<file path="src/rtl/tactile_pkg.sv">
// Shared types and constants for the tactile-matrix scan sequencer.
package tactile_pkg;

   typedef enum logic [2:0] {
      IDLE,
      SETTLE,
      CONVERT,
      WRITE,
      DONE
   } scan_state_t;

   localparam int ADC_WIDTH = 12;
   localparam logic [ADC_WIDTH-1:0] ADC_TIMEOUT_DATA = 12'hFFF;

   function automatic int max_int(input int a, input int b);
      return (a > b) ? a : b;
   endfunction

endpackage

</file>
<file path="src/rtl/scan_settle_timer.sv">
// Loadable down-counter with a terminal-count flag; used for analog settling and ADC timeout.
module scan_settle_timer #(
   parameter int WIDTH = 8
) (
   input  logic             clk_write,
   input  logic             rst_n,
   input  logic             load,
   input  logic [WIDTH-1:0] load_val,
   input  logic             dec,
   output logic             zero
);

   logic [WIDTH-1:0] count_q, count_d;

   always_comb begin
      count_d = count_q;
      if (load) begin
         count_d = load_val;
      end else if (dec && (count_q != '0)) begin
         count_d = count_q - WIDTH'(1);
      end
   end

   always_ff @(posedge clk_write or negedge rst_n) begin
      if (!rst_n) begin
         count_q <= '0;
      end else begin
         count_q <= count_d;
      end
   end

   assign zero = (count_q == '0);

endmodule

</file>
<file path="src/rtl/matrix_scan_ctrl.sv">
// Tactile matrix scan sequencer: walks every (sw,rd) crossing, settles, converts, writes to storage.
//
//   state   | meaning
//   --------+-----------------------------------------------------------
//   IDLE    | waiting for scan_en, selects parked at (0,0)
//   SETTLE  | mux selects stable, waiting for the analog path to settle
//   CONVERT | adc_start issued on entry, waiting for adc_done or timeout
//   WRITE   | one-cycle storage write strobe, selects advance on exit
//   DONE    | one-cycle frame_done pulse, restart or go idle
module matrix_scan_ctrl
   import tactile_pkg::*;
#(
   parameter int SW_WIRE_CNT   = 16,
   parameter int RD_WIRE_CNT   = 16,
   parameter int SW_SETTLE_CYC = 256,
   parameter int RD_SETTLE_CYC = 32,
   parameter int ADC_TIMEOUT   = 1024
) (
   input  logic                           clk_write,
   input  logic                           rst_n,
   input  logic                           scan_en,
   output logic                           adc_start,
   input  logic                           adc_done,
   input  logic [ADC_WIDTH-1:0]           adc_data,
   output logic [$clog2(SW_WIRE_CNT):0]   sw_sel,
   output logic [$clog2(RD_WIRE_CNT):0]   rd_sel,
   output logic [$clog2(SW_WIRE_CNT):0]   sw_write_out,
   output logic [$clog2(RD_WIRE_CNT):0]   rd_write_out,
   output logic [ADC_WIDTH-1:0]           data_out,
   output logic                           data_valid_out,
   output logic                           frame_done,
   output logic                           busy,
   output logic                           adc_timeout
);

   localparam int SW_IW    = $clog2(SW_WIRE_CNT) + 1;
   localparam int RD_IW    = $clog2(RD_WIRE_CNT) + 1;
   localparam int SETTLE_W = $clog2(max_int(SW_SETTLE_CYC, RD_SETTLE_CYC) + 1);
   localparam int TMO_W    = $clog2(ADC_TIMEOUT + 1);

   localparam logic [SETTLE_W-1:0] SW_LOAD  = SETTLE_W'(SW_SETTLE_CYC - 1);
   localparam logic [SETTLE_W-1:0] RD_LOAD  = SETTLE_W'(RD_SETTLE_CYC - 1);
   localparam logic [TMO_W-1:0]    TMO_LOAD = TMO_W'(ADC_TIMEOUT - 1);
   localparam logic [SW_IW-1:0]    SW_LAST  = SW_IW'(SW_WIRE_CNT - 1);
   localparam logic [RD_IW-1:0]    RD_LAST  = RD_IW'(RD_WIRE_CNT - 1);

   scan_state_t          state_q, state_d;
   logic [SW_IW-1:0]     sw_sel_q, sw_sel_d;
   logic [RD_IW-1:0]     rd_sel_q, rd_sel_d;
   logic [ADC_WIDTH-1:0] sample_q, sample_d;
   logic                 adc_start_q, adc_start_d;
   logic                 timeout_flag_q, timeout_flag_d;

   logic                 settle_load, settle_dec, settle_zero;
   logic [SETTLE_W-1:0]  settle_val;
   logic                 tmo_load, tmo_dec, tmo_zero;

   scan_settle_timer #(.WIDTH(SETTLE_W)) u_settle_timer (
      .clk_write (clk_write),
      .rst_n     (rst_n),
      .load      (settle_load),
      .load_val  (settle_val),
      .dec       (settle_dec),
      .zero      (settle_zero)
   );

   scan_settle_timer #(.WIDTH(TMO_W)) u_adc_timer (
      .clk_write (clk_write),
      .rst_n     (rst_n),
      .load      (tmo_load),
      .load_val  (TMO_LOAD),
      .dec       (tmo_dec),
      .zero      (tmo_zero)
   );

   always_comb begin
      state_d        = state_q;
      sw_sel_d       = sw_sel_q;
      rd_sel_d       = rd_sel_q;
      sample_d       = sample_q;
      adc_start_d    = 1'b0;
      timeout_flag_d = timeout_flag_q;
      settle_load    = 1'b0;
      settle_val     = SW_LOAD;
      settle_dec     = 1'b0;
      tmo_load       = 1'b0;
      tmo_dec        = 1'b0;

      case (state_q)
         IDLE: begin
            sw_sel_d = '0;
            rd_sel_d = '0;
            if (scan_en) begin
               state_d     = SETTLE;
               settle_load = 1'b1;
            end
         end
         SETTLE: begin
            settle_dec = 1'b1;
            if (settle_zero) begin
               state_d     = CONVERT;
               adc_start_d = 1'b1;
               tmo_load    = 1'b1;
            end
         end
         CONVERT: begin
            tmo_dec = 1'b1;
            // A done coincident with the request belongs to a previous conversion.
            if (adc_done && !adc_start_q) begin
               sample_d = adc_data;
               state_d  = WRITE;
            end else if (tmo_zero) begin
               sample_d       = ADC_TIMEOUT_DATA;
               timeout_flag_d = 1'b1;
               state_d        = WRITE;
            end
         end
         WRITE: begin
            if (rd_sel_q != RD_LAST) begin
               rd_sel_d    = rd_sel_q + RD_IW'(1);
               settle_load = 1'b1;
               settle_val  = RD_LOAD;
               state_d     = SETTLE;
            end else if (sw_sel_q != SW_LAST) begin
               rd_sel_d    = '0;
               sw_sel_d    = sw_sel_q + SW_IW'(1);
               settle_load = 1'b1;
               state_d     = SETTLE;
            end else begin
               rd_sel_d = '0;
               sw_sel_d = '0;
               state_d  = DONE;
            end
         end
         DONE: begin
            if (scan_en) begin
               state_d     = SETTLE;
               settle_load = 1'b1;
            end else begin
               state_d = IDLE;
            end
         end
         default: state_d = IDLE;
      endcase
   end

   always_ff @(posedge clk_write or negedge rst_n) begin
      if (!rst_n) begin
         state_q        <= IDLE;
         sw_sel_q       <= '0;
         rd_sel_q       <= '0;
         sample_q       <= '0;
         adc_start_q    <= 1'b0;
         timeout_flag_q <= 1'b0;
      end else begin
         state_q        <= state_d;
         sw_sel_q       <= sw_sel_d;
         rd_sel_q       <= rd_sel_d;
         sample_q       <= sample_d;
         adc_start_q    <= adc_start_d;
         timeout_flag_q <= timeout_flag_d;
      end
   end

   assign adc_start      = adc_start_q;
   assign sw_sel         = sw_sel_q;
   assign rd_sel         = rd_sel_q;
   assign sw_write_out   = sw_sel_q;
   assign rd_write_out   = rd_sel_q;
   assign data_out       = sample_q;
   assign data_valid_out = (state_q == WRITE);
   assign frame_done     = (state_q == DONE);
   assign busy           = (state_q != IDLE);
   assign adc_timeout    = timeout_flag_q;

endmodule

</file>
<file path="config.mk">
export PLATFORM = sky130hd
export DESIGN_NAME = matrix_scan_ctrl
export DESIGN_NICKNAME = d
export VERILOG_FILES = /design/src/rtl/tactile_pkg.sv /design/src/rtl/scan_settle_timer.sv /design/src/rtl/matrix_scan_ctrl.sv
export SDC_FILE = /design/constraint.sdc
export NUM_CORES = 1
export LEC_CHECK = 0
export ABC_CLOCK_PERIOD_IN_PS = 1600
export CORE_ASPECT_RATIO = 1.5
export CORE_MARGIN = 2
export CORE_UTILIZATION = 46
export CTS_CLUSTER_SIZE = 28
export DETAILED_ROUTE_END_ITERATION = 12
export PLACE_DENSITY = 0.74
export SYNTH_ARGS = -nofsm -noshare
export SYNTH_HDL_FRONTEND = slang
export SYNTH_SLANG_ARGS = --single-unit
</file>
<file path="constraint.sdc">
create_clock -name clk_write -period 1.6 [get_ports clk_write]
set_input_delay 0.32 -clock clk_write [delete_from_list [all_inputs] [get_ports clk_write]]
set_output_delay 0.32 -clock clk_write [all_outputs]
set_load 0.01 [all_outputs]
</file>
# ---- Word level (Yosys, flattened, before mapping)
# Cells that the tools add are included.
dict set report totals {
  reg_bits 47
  inputBits 16
  output_inout_bits 37
  word_cells 71
}
dict set report op_classes {
  addsub 4
  n_eq_ne 10
  muxes 29
  bitwise_logic 1
  reduce_logical 19
}
# operator n
set ops {}
lappend ops {{2-to-1 mux 12 bit} 2}
lappend ops {{2-to-1 mux 11 bit} 2}
lappend ops {{one-hot mux 5 bit (2 select lines)} 2}
lappend ops {{2-to-1 mux 3 bit} 6}
lappend ops {{2-to-1 mux 9 bit} 2}
lappend ops {{2-to-1 mux 8 bit} 2}
lappend ops {{2-to-1 mux 5 bit} 3}
lappend ops {{one-hot mux 3 bit (5 select lines)} 1}
lappend ops {{zero test 11 bit} 1}
lappend ops {{nonzero test 11 bit} 1}
lappend ops {{subtractor 11 x 1 -> 11 bit (second input constant)} 1}
lappend ops {{adder 5 x 1 -> 5 bit (second input constant)} 2}
lappend ops {{inequality test 5 x 4 -> 1 bit (second input constant)} 2}
lappend ops {{zero test 9 bit} 1}
lappend ops {{nonzero test 9 bit} 1}
lappend ops {{subtractor 9 x 1 -> 9 bit (second input constant)} 1}
lappend ops {{2-to-1 mux 1 bit} 8}
lappend ops {{nonzero test 2 bit} 4}
lappend ops {{== test 3 x 2 -> 1 bit (second input constant)} 2}
lappend ops {{inequality test 2 bit (second input constant)} 3}
lappend ops {{AND reduction 3 bit} 2}
lappend ops {{AND reduction 2 bit} 2}
lappend ops {{== test 3 x 1 -> 1 bit (second input constant)} 1}
lappend ops {{== test 3 bit (second input constant)} 1}
lappend ops {{8 further kinds} 10}

# ---- Longest topological paths before layout
# Gate-level depths: netlist of the first run.
dict set report logic_depth {
  word_depth 5
  ltp_mapped 7
  mapped_depth_nobuf 6
}

# ---- Hierarchy
# Synthesis of the first run repeated with hierarchy kept, for this count alone.
dict set report unflattened {
  cells_unflattened 264
  area_unflattened_um2 2607.5
}
# mod n_inst cells_per_inst area_per_inst_um2 seq_area_each_um2
set modules_own_cells {}
lappend modules_own_cells {matrix_scan_ctrl 1 114 1276.2 675.6}
lappend modules_own_cells {{scan_settle_timer (u_adc_timer)} 1 75 706.9 275.3}
lappend modules_own_cells {{scan_settle_timer (u_settle_timer)} 1 75 624.3 225.2}

# ---- Worst setup path before layout of the first run
# Ideal clock, no wire load.
dict set report synth_path {
  kind {register to register}
  start {register u_settle_timer.count_q[0]}
  end {register u_settle_timer.count_q[7]}
  setup_time_ns 0.132
  arrival_ns 1.659
  required_ns 1.468
  path_slack_ns -0.190
  path_stages_with_launch 7
  path_buffers 0
  synth_period_minus_slack_ns 1.790
  path_cell_list {dfrtp_1 -> inv_1 -> ha_1 -> nor4b_2 -> a21boi_4 -> nand4b_1 -> or3b_1}
}
dict set report synth_between {
  elab_chain_cells 3
  word_cells_on_any_way 6
  classes_between {1 x add/sub; 2 x mux; 3 x reduce/logical}
}
# item line
set synth_rtl {}
lappend synth_rtl {{start: declaration} scan_settle_timer.sv:13} ;# logic [WIDTH-1:0] count_q, count_d;
lappend synth_rtl {{start signal: assignment} scan_settle_timer.sv:28} ;# count_q <= count_d;
lappend synth_rtl {{subtractor 9 x 1 -> 9 bit or nonzero test 9 bit (tied branches)} {scan_settle_timer.sv:20, scan_settle_timer.sv:19}}
lappend synth_rtl {{2-to-1 mux 9 bit or logical AND 1 bit (tied branches)} scan_settle_timer.sv:19} ;# end else if (dec && (count_q != '0)) begin
lappend synth_rtl {{2-to-1 mux 9 bit or nonzero test 2 bit (tied branches)} n/a}
# Several ways; a longest one is shown, not always the timed one. The select of a mux whose other input is x is not followed.
# A chain may end at the register's enable or synchronous reset.

# ---- Final worst setup path of the first run
dict set report layout_path {
  start {register state_q[2]}
  end {register u_settle_timer.count_q[7]}
}
dict set report layout_between {
  elab_chain_cells 4
  word_cells_on_any_way 11
  classes_between {3 x eq/ne; 4 x mux; 4 x reduce/logical}
}
# item line
set layout_rtl {}
lappend layout_rtl {{start: declaration} matrix_scan_ctrl.sv:47} ;# scan_state_t state_q, state_d;
lappend layout_rtl {{start signal: assignment} matrix_scan_ctrl.sv:156} ;# state_q <= state_d;
lappend layout_rtl {{== test 3 bit (tied with other cells)} matrix_scan_ctrl.sv:89} ;# case (state_q)
lappend layout_rtl {{OR reduction 2 bit (no line) or 2-to-1 mux 1 bit (tied branches)} n/a}
lappend layout_rtl {{one-hot mux 1 bit (2 select lines) or logical AND 1 bit (tied branches)} {matrix_scan_ctrl.sv:89, scan_settle_timer.sv:19}}
lappend layout_rtl {{2-to-1 mux 9 bit or nonzero test 2 bit (tied branches)} n/a}
# Several ways; a longest one is shown, not always the timed one.

==> impl_metrics.sql, run 1 <==
INSERT INTO impl_metrics (metric_group, metric, value, unit) VALUES
('synth', 'synth_enable_flop_cells', '0', ''),
('routing', 'via_count', '2464', ''),
('floorplan', 'vertical_extent_of_the_die', '94.5', 'um'),
('worst_setup_path', 'worst_r2r_endpoint', 'u_settle_timer.count_q[7]$_DFFE_PN0P_', ''),
('routing', 'final_routed_drc_violation_total', '0', ''),
('routing', 'route.antenna.remaining_nets', '0', ''),
('worst_setup_path', 'worstSetupPathType', 'flop to flop', ''),
('synth', 'yosys-mux-area-fraction', '0.797', '%'),
('synth', 'synth_xor_area_share', '2.09', '%'),
('synth', 'synth-simple-area-share', '21.2', '%'),
('global_routing', 'groute.usage.overall', '24.1', '%'),
('clock_tree', 'clock_path_buffers', '2', ''),
('sta', 'rsz0062_at_grt', 'true', ''),
('synth', 'combinational_family_with_the_most_area_after_synthesis', 'simple AND/OR/NAND/NOR gates', ''),
('synth', 'synth_flop_cell', 'dfrtp_1', ''),
('placed_design', 'dp_cells', '404', ''),
('worst_setup_path', 'r2r-start', 'state_q[2]$_DFFE_PN0P_', ''),
('floorplan', 'die_w', '64.3', 'um'),
('final_layout', 'fillerInstances', '339', ''),
('routing', 'postRouteWirelength', '7.61', 'mm'),
('clock_tree', 'cts_buffers', '5', ''),
('sta', 'hold_violations', '0', ''),
('routing', 'avgRoutedWirePerCell', '17.4', 'um'),
('power_and_ir_drop', 'p_leak', '1.88', 'nW'),
('worst_setup_path', 'worstPathRequired', '1.79', 'ns'),
('worst_setup_path', 'reg2reg_setup_slack', '-0.19', 'ns'),
('sta', 'report.final.setup_viol', '32', ''),
('synth', 'synth_largest_type_area_fraction', '46.8', '%'),
('sta', 'skew', '0.0108', 'ns'),
('worst_setup_path', 'sort_of_element_at_the_start_of_the_critical_path', 'flop', ''),
('final_layout', 'syn_to_final_growth', '66.6', '%'),
('worst_setup_path', 'critPathCaptureType', 'flop', ''),
('final_layout', 'final_nets', '388', ''),
('sta', 'max_clock_freq', '559', 'MHz'),
('hold_path', 'holdCritPathClass', 'flop to flop', ''),
('placed_design', 'place_area', '3570', 'sq um'),
('placed_design', 'place_ws', '-0.134', 'ns'),
('global_routing', 'grt_max_degree', '48', ''),
('status', 'failed_checks', 'setup timing', ''),
('clock_tree', 'insertion_delay', '0.31', 'ns'),
('flow_run', 'cap_violations', '0', ''),
('power_and_ir_drop', 'power.density', '1730', 'nW/um^2'),
('synth', 'synth_cell_type_count', '59', ''),
('synth', 'synthDominantAreaCellType', 'dfrtp_1', ''),
('synth', 'yosysWarnings', '0', ''),
('synth', 'synth-compound-area-share', '20.4', '%'),
('global_routing', 'grt_antenna_before_repair', '0', ''),
('final_layout', 'fraction_of_final_layout_cells_sized_beyond_drive_strength_1', '46.2', '%'),
('placed_design', 'place.detailed.hpwl', '4.57', 'mm'),
('worst_setup_path', 'reg2reg_depth', '6', ''),
('synth', 'post_synth_main_area_contributors', 'dfrtp_1 47%, o22a_1 4.2%, buf_4 3.3%', ''),
('final_layout', 'antenna_diode_instance_count', '0', ''),
('worst_setup_path', 'critical_path.endpoint', 'u_settle_timer.count_q[7]$_DFFE_PN0P_', ''),
('floorplan', 'core-area', '5370', 'sq um'),
('sta', 'final_max_slew_viols', '0', ''),
('final_layout', 'post_route_standard_cell_area_excluding_fillers', '4180', 'sq um'),
('sta', 'final_critical_path_setup_slack', '-0.190', 'ns'),
('status', 'outcome', 'finished with violations', ''),
('clock_tree', 'ctsRootBufferMaster', 'clkbuf_8', ''),
('placed_design', 'gp_congestion', '0.851', ''),
('clock_tree', 'clock_edge_transition_at_the_registers_on_the_reported_setup_and_hold_paths', '0.09', 'ns'),
('synth', 'post_synth_fa_ha_maj_area_fraction', '2.49', '%'),
('synth', 'synth-async-reset-ratio', '100', '%'),
('sta', 'period_share', '112', '%'),
('routing', 'total_iterations_of_the_first_detailed_routing_run', '4', ''),
('synth', 'netlist_area', '2510', 'sq um'),
('clock_tree', 'cts_tree', 'yes', ''),
('synth', 'postSynthCellCount', '232', ''),
('clock_tree', 'clock_tree.htree_level_count', '2', ''),
('worst_setup_path', 'crit_arrival', '1.98', 'ns'),
('worst_setup_path', 'cp-startpoint', 'state_q[2]$_DFFE_PN0P_', '');
[state kept, by name, summed over array words and instances, names as in the netlist]
name and count:
sw_sel 5, u_settle_timer.count_q 9, u_adc_timer.count_q 11, adc_timeout 1
rd_sel 5, adc_start 1, data_out 12, state_q 3
[layout make-up]
class / instances / area [sq um] / area share, %
Multi-Input combinational cell: 162 / 1510 / 36.0
Sequential cell: 47 / 1180 / 28.2
Clock inverter: 3 / 43.8 / 1.05
Tap cell: 70 / 87.6 / 2.09
Timing Repair Buffer: 143 / 1270 / 30.3
Inverter: 8 / 30.0 / 0.718
Clock buffer: 5 / 68.8 / 1.64
[placed cells by master (no fill, tap or decap), types with 5 or more instances in the layout]
| master | count |
|---|---|
| buf_4 | 76 |
| dfrtp_1 | 43 |
| clkdlybuf4s50_1 | 30 |
| dlygate4sd2_1 | 16 |
| nand2_1 | 12 |
| o22a_1 | 12 |
| buf_6 | 9 |
| nor2_1 | 8 |
| a21oi_1 | 6 |
| inv_2 | 5 |
| nor3_1 | 5 |
| o21ai_1 | 5 |
| a31oi_1 | 5 |
| clkbuf_8 | 5 |
[logic make-up after synthesis]
group / after synthesis
simple gates: 82
mux: 2
flops: 47
compound gates: 66
xor+xnor: 6
buf+inv: 24
fa+ha+maj: 5
[stage by stage]
| stage | utilization, % | total power [mW] | setup TNS, ns |
|---|---|---|---|
| global route | 77.9 | 7.65 | -3.75 |
| CTS | 74.2 | 6.75 | -1.19 |
| finish | 77.9 | 7.24 | -1.94 |
| global placement | 66.6 | 5.26 | -1.31 |
| detailed placement | 66.6 | 5.37 | -2.13 |
| floorplan | - | 3.72 | -0.634 |
[synth_stat cells, types with 7 or more instances]
| master | number |
|---|---|
| nor2_1 | 11 |
| dfrtp_1 | 47 |
| buf_4 | 11 |
| o22a_1 | 12 |
| nor3_1 | 9 |
| o21ai_0 | 9 |
| nand3_1 | 7 |
| nand2_1 | 13 |
| a21oi_1 | 12 |
| inv_1 | 7 |
[layer usage]
layer,track usage [%],up-vias,wire length [um]
met1,27.2,1222,2910
li1,-,1149,-
met5,0,-,0
met2,43.8,72,4140
met3,3.58,21,258
met4,12.2,0,299
[critical path, cell delays in order, from the launching register on]
cell       delay (ns)
dfrtp_2          0.45
buf_6            0.14
buf_6            0.12
nor3b_4          0.18
a21boi_4         0.30
a2111oi_2        0.10
or3b_1           0.39
[worst min path at each step]
stage                              endpoint  slack (ns)  cells past startpoint
finish              adc_timeout$_DFFE_PN0P_        0.47                      1
global route        adc_timeout$_DFFE_PN0P_        0.49                      1
CTS                 adc_timeout$_DFFE_PN0P_        0.48                      1
detailed placement  data_out[3]$_DFFE_PN0P_        0.33                      2
global placement    data_out[3]$_DFFE_PN0P_        0.33                      2
floorplan               adc_start$_DFF_PN0_        0.02                      0
[repair_timing]
action,CTS,global route
pin swaps,16,28
setup endpoints to repair,52,42
hold buffers,1,0
buffers inserted,15,10
hold endpoints to repair,22,0
cloned,2,0
gates resized for setup,64,41
[report_power, final]
group          internal, mW  leakage (nW)  total, mW  switching, mW
clock network         0.466        0.0581      0.888          0.422
logic                  2.37          1.26       4.33           1.96
registers              1.61         0.561       2.02          0.407
total                  4.45          1.88       7.24           2.79
No activity file was read; power rests on OpenSTA's default activity.
==> inputs of run 2 (changes only) <==
--- a/config.mk
+++ b/config.mk
@@ -6,6 +6,7 @@
 export NUM_CORES = 1
 export LEC_CHECK = 0
 export ABC_CLOCK_PERIOD_IN_PS = 1600
+export CAP_MARGIN = 20
 export CORE_ASPECT_RATIO = 1.5
 export CORE_MARGIN = 2
 export CORE_UTILIZATION = 46
==> results of run 2 <==
No change in the layout: final DEF, timing and power equal those of run 1.
==> inputs of run 3 (changes only) <==
--- a/config.mk
+++ b/config.mk
@@ -5,14 +5,15 @@
 export SDC_FILE = /design/constraint.sdc
 export NUM_CORES = 1
 export LEC_CHECK = 0
-export ABC_CLOCK_PERIOD_IN_PS = 1600
+export ABC_CLOCK_PERIOD_IN_PS = 1920
 export CAP_MARGIN = 20
 export CORE_ASPECT_RATIO = 1.5
 export CORE_MARGIN = 2
-export CORE_UTILIZATION = 46
+export CORE_UTILIZATION = 51
 export CTS_CLUSTER_SIZE = 28
 export DETAILED_ROUTE_END_ITERATION = 12
-export PLACE_DENSITY = 0.74
+export PLACE_DENSITY = 0.78
+export SKIP_LAST_GASP = 1
 export SYNTH_ARGS = -nofsm -noshare
 export SYNTH_HDL_FRONTEND = slang
 export SYNTH_SLANG_ARGS = --single-unit
==> constraint.sdc (replaced) <==
create_clock -name clk_write -period 1.92 [get_ports clk_write]
set_input_delay 0.384 -clock clk_write [delete_from_list [all_inputs] [get_ports clk_write]]
set_output_delay 0.384 -clock clk_write [all_outputs]
set_load 0.01 [all_outputs]
==> impl_metrics.sql, run 3 (synthesized netlist as in run 1, its figures left out) <==
INSERT INTO impl_metrics (metric_group, metric, value, unit) VALUES
('worst_setup_path', 'crit_arrival', '2.09', 'ns'),
('routing', 'final_routed_drc_violation_total', '0', ''),
('sta', 'skew', '0.00467', 'ns'),
('global_routing', 'groute.usage.overall', '23.9', '%'),
('clock_tree', 'cts_buffers', '5', ''),
('worst_setup_path', 'critPathCaptureType', 'flop', ''),
('routing', 'total_iterations_of_the_first_detailed_routing_run', '4', ''),
('status', 'outcome', 'finished, final reports clean', ''),
('global_routing', 'global_route.usage.met1', '27.8', '%'),
('final_layout', 'layout.core_utilization', '72.3', '%'),
('sta', 'max_clock_freq', '541', 'MHz'),
('floorplan', 'die_w', '61.3', 'um'),
('sta', 'slew-limit-headroom', '63.5', '%'),
('global_routing', 'grt_pass1_wl', '10.1', 'mm'),
('global_routing', 'globalRoute.busiestLayer', 'met2', ''),
('clock_tree', 'ctsHoldBuffers', '0', ''),
('clock_tree', 'clock_sinks', '47', ''),
('worst_setup_path', 'worstPathRequired', '2.16', 'ns'),
('final_layout', 'syn_to_final_growth', '37.4', '%'),
('placed_design', 'place.detailed.hpwl', '4.39', 'mm'),
('power_and_ir_drop', 'irDropWorstVdd', '818', 'uV'),
('floorplan', 'pin_count', '53', ''),
('global_routing', 'grt_max_degree', '25', ''),
('final_layout', 'antenna_diode_instance_count', '0', ''),
('clock_tree', 'clock_edge_transition_at_the_registers_on_the_reported_setup_and_hold_paths', '0.09', 'ns'),
('sta', 'report.final.setup_viol', '0', ''),
('routing', 'postRouteWirelength', '6.18', 'mm'),
('clock_tree', 'ctsRootBufferMaster', 'clkbuf_8', ''),
('clock_tree', 'clock_path_buffers', '2', ''),
('clock_tree', 'insertion_delay', '0.30', 'ns'),
('final_layout', 'layoutNonFillerInstCount', '373', ''),
('floorplan', 'dieArea', '5510', 'sq um'),
('placed_design', 'gp_congestion', '0.818', ''),
('floorplan', 'fp-row-count', '31', ''),
('clock_tree', 'clock_tree.htree_level_count', '2', ''),
('routing', 'route.detailed.vias_per_inst', '5.76', ''),
('flow_run', 'cap_violations', '0', ''),
('clock_tree', 'cts_tree', 'yes', ''),
('floorplan', 'core-area', '4770', 'sq um'),
('global_routing', 'grt_antenna_before_repair', '0', ''),
('worst_setup_path', 'worstSetupPathType', 'flop to flop', ''),
('sta', 'min_period', '1.85', 'ns'),
('final_layout', 'layout.cells.most_common', 'clkdlybuf4s50_1', ''),
('sta', 'setup-tns-final', '0', 'ns'),
('sta', 'final_max_slew_viols', '0', ''),
('floorplan', 'vertical_extent_of_the_die', '89.9', 'um'),
('global_routing', 'grtUsageMet3', '3.60', '%'),
('final_layout', 'final_nets', '327', ''),
('sta', 'hold_ws', '0.0516', 'ns'),
('power_and_ir_drop', 'p_leak', '1.43', 'nW'),
('final_layout', 'layout.cells.most_common_list', '48 x clkdlybuf4s50_1, 44 x dfrtp_1, 30 x buf_4', ''),
('placed_design', 'dp_cells', '361', ''),
('placed_design', 'buffer_ports.inserted', '52', ''),
('final_layout', 'largest_reg_flops', '12', ''),
('sta', 'hold_violations', '0', ''),
('final_layout', 'fraction_of_final_layout_cells_sized_beyond_drive_strength_1', '20.8', '%'),
('floorplan', 'initial_utilization', '52.6', '%'),
('global_routing', 'global_route.usage.met2', '42.9', '%'),
('routing', 'via_count', '2148', ''),
('hold_path', 'holdCritPathClass', 'input port to asynchronous set/reset pin', ''),
('routing', 'initialDrtViolationCount', '68', ''),
('sta', 'final_critical_path_setup_slack', '0.0716', 'ns'),
('power_and_ir_drop', 'power.density', '1440', 'nW/um^2'),
('worst_setup_path', 'sort_of_element_at_the_start_of_the_critical_path', 'flop', ''),
('global_routing', 'grt_pass1_vias', '2180', ''),
('routing', 'route.antenna.remaining_nets', '0', ''),
('global_routing', 'gr-total-overflow', '0', ''),
('worst_setup_path', 'path_max_fanout', '5', ''),
('placed_design', 'place_ws', '0.0538', 'ns'),
('routing', 'avgRoutedWirePerCell', '16.6', 'um'),
('sta', 'period_share', '96.3', '%'),
('sta', 'max_slew.worst_pin.slew', '0.547', 'ns');
[run 3: layer usage]
layer,vias up,wire [um]
met3,5,193
li1,1025,-
met5,-,0
met1,1067,2420
met4,0,72
met2,51,3500
[run 3: repair_timing]
action / in CTS / in global routing
gates resized for setup: 10 / 10
pin swaps: 0 / 1
buffers inserted: 3 / 1
setup endpoints to repair: 4 / 25
[run 3: area by class of cell]
cell class	count	area [sq um]
clock inverters	3	67.6
well taps	66	82.6
fillers	346	1320
multi-input cells	161	1260
inverters	8	30.0
repair buffers	83	761
flip-flops and latches	47	1180
clock buffers	5	68.8
[run 3: final timing paths]
kind,startpoint,end,slack (ns),depth (start not counted)
setup / recovery,u_settle_timer.count_q[0]$_DFFE_PN0P_,u_settle_timer.count_q[6]$_DFFE_PN0P_,0.07,6
hold / removal,rst_n,rd_sel[2]$_DFFE_PN0P_,0.05,1
setup reg to reg,u_settle_timer.count_q[0]$_DFFE_PN0P_,u_settle_timer.count_q[6]$_DFFE_PN0P_,0.07,6
hold reg to reg,adc_timeout$_DFFE_PN0P_,adc_timeout$_DFFE_PN0P_,0.50,1
max in group asynchronous,rst_n,state_q[0]$_DFFE_PN0P_,1.33,2
min in group clk_write,adc_timeout$_DFFE_PN0P_,adc_timeout$_DFFE_PN0P_,0.50,1
[run 3: critical path, cell delays in order, from the launching register on]
cell     delay (ns)
dfrtp_1        0.38
inv_1          0.12
ha_4           0.16
or4b_4         0.50
or3_1          0.34
a21oi_2        0.16
a211o_1        0.12
[run 3: through the flow]
stage          power [mW]  cell area [sq um]
5_1_grt              5.28               3450
6_report             4.98               3450
3_5_place_dp         3.93               3200
2_1_floorplan        2.99               2510
3_3_place_gp         3.85               3200
4_1_cts              4.88               3390
[run 3: power breakdown]
part | switching [mW] | internal [mW] | leakage [nW]
logic | 1.16 | 1.22 | 0.800
registers | 0.376 | 1.35 | 0.563
clock network | 0.357 | 0.519 | 0.0644
total | 1.89 | 3.09 | 1.43
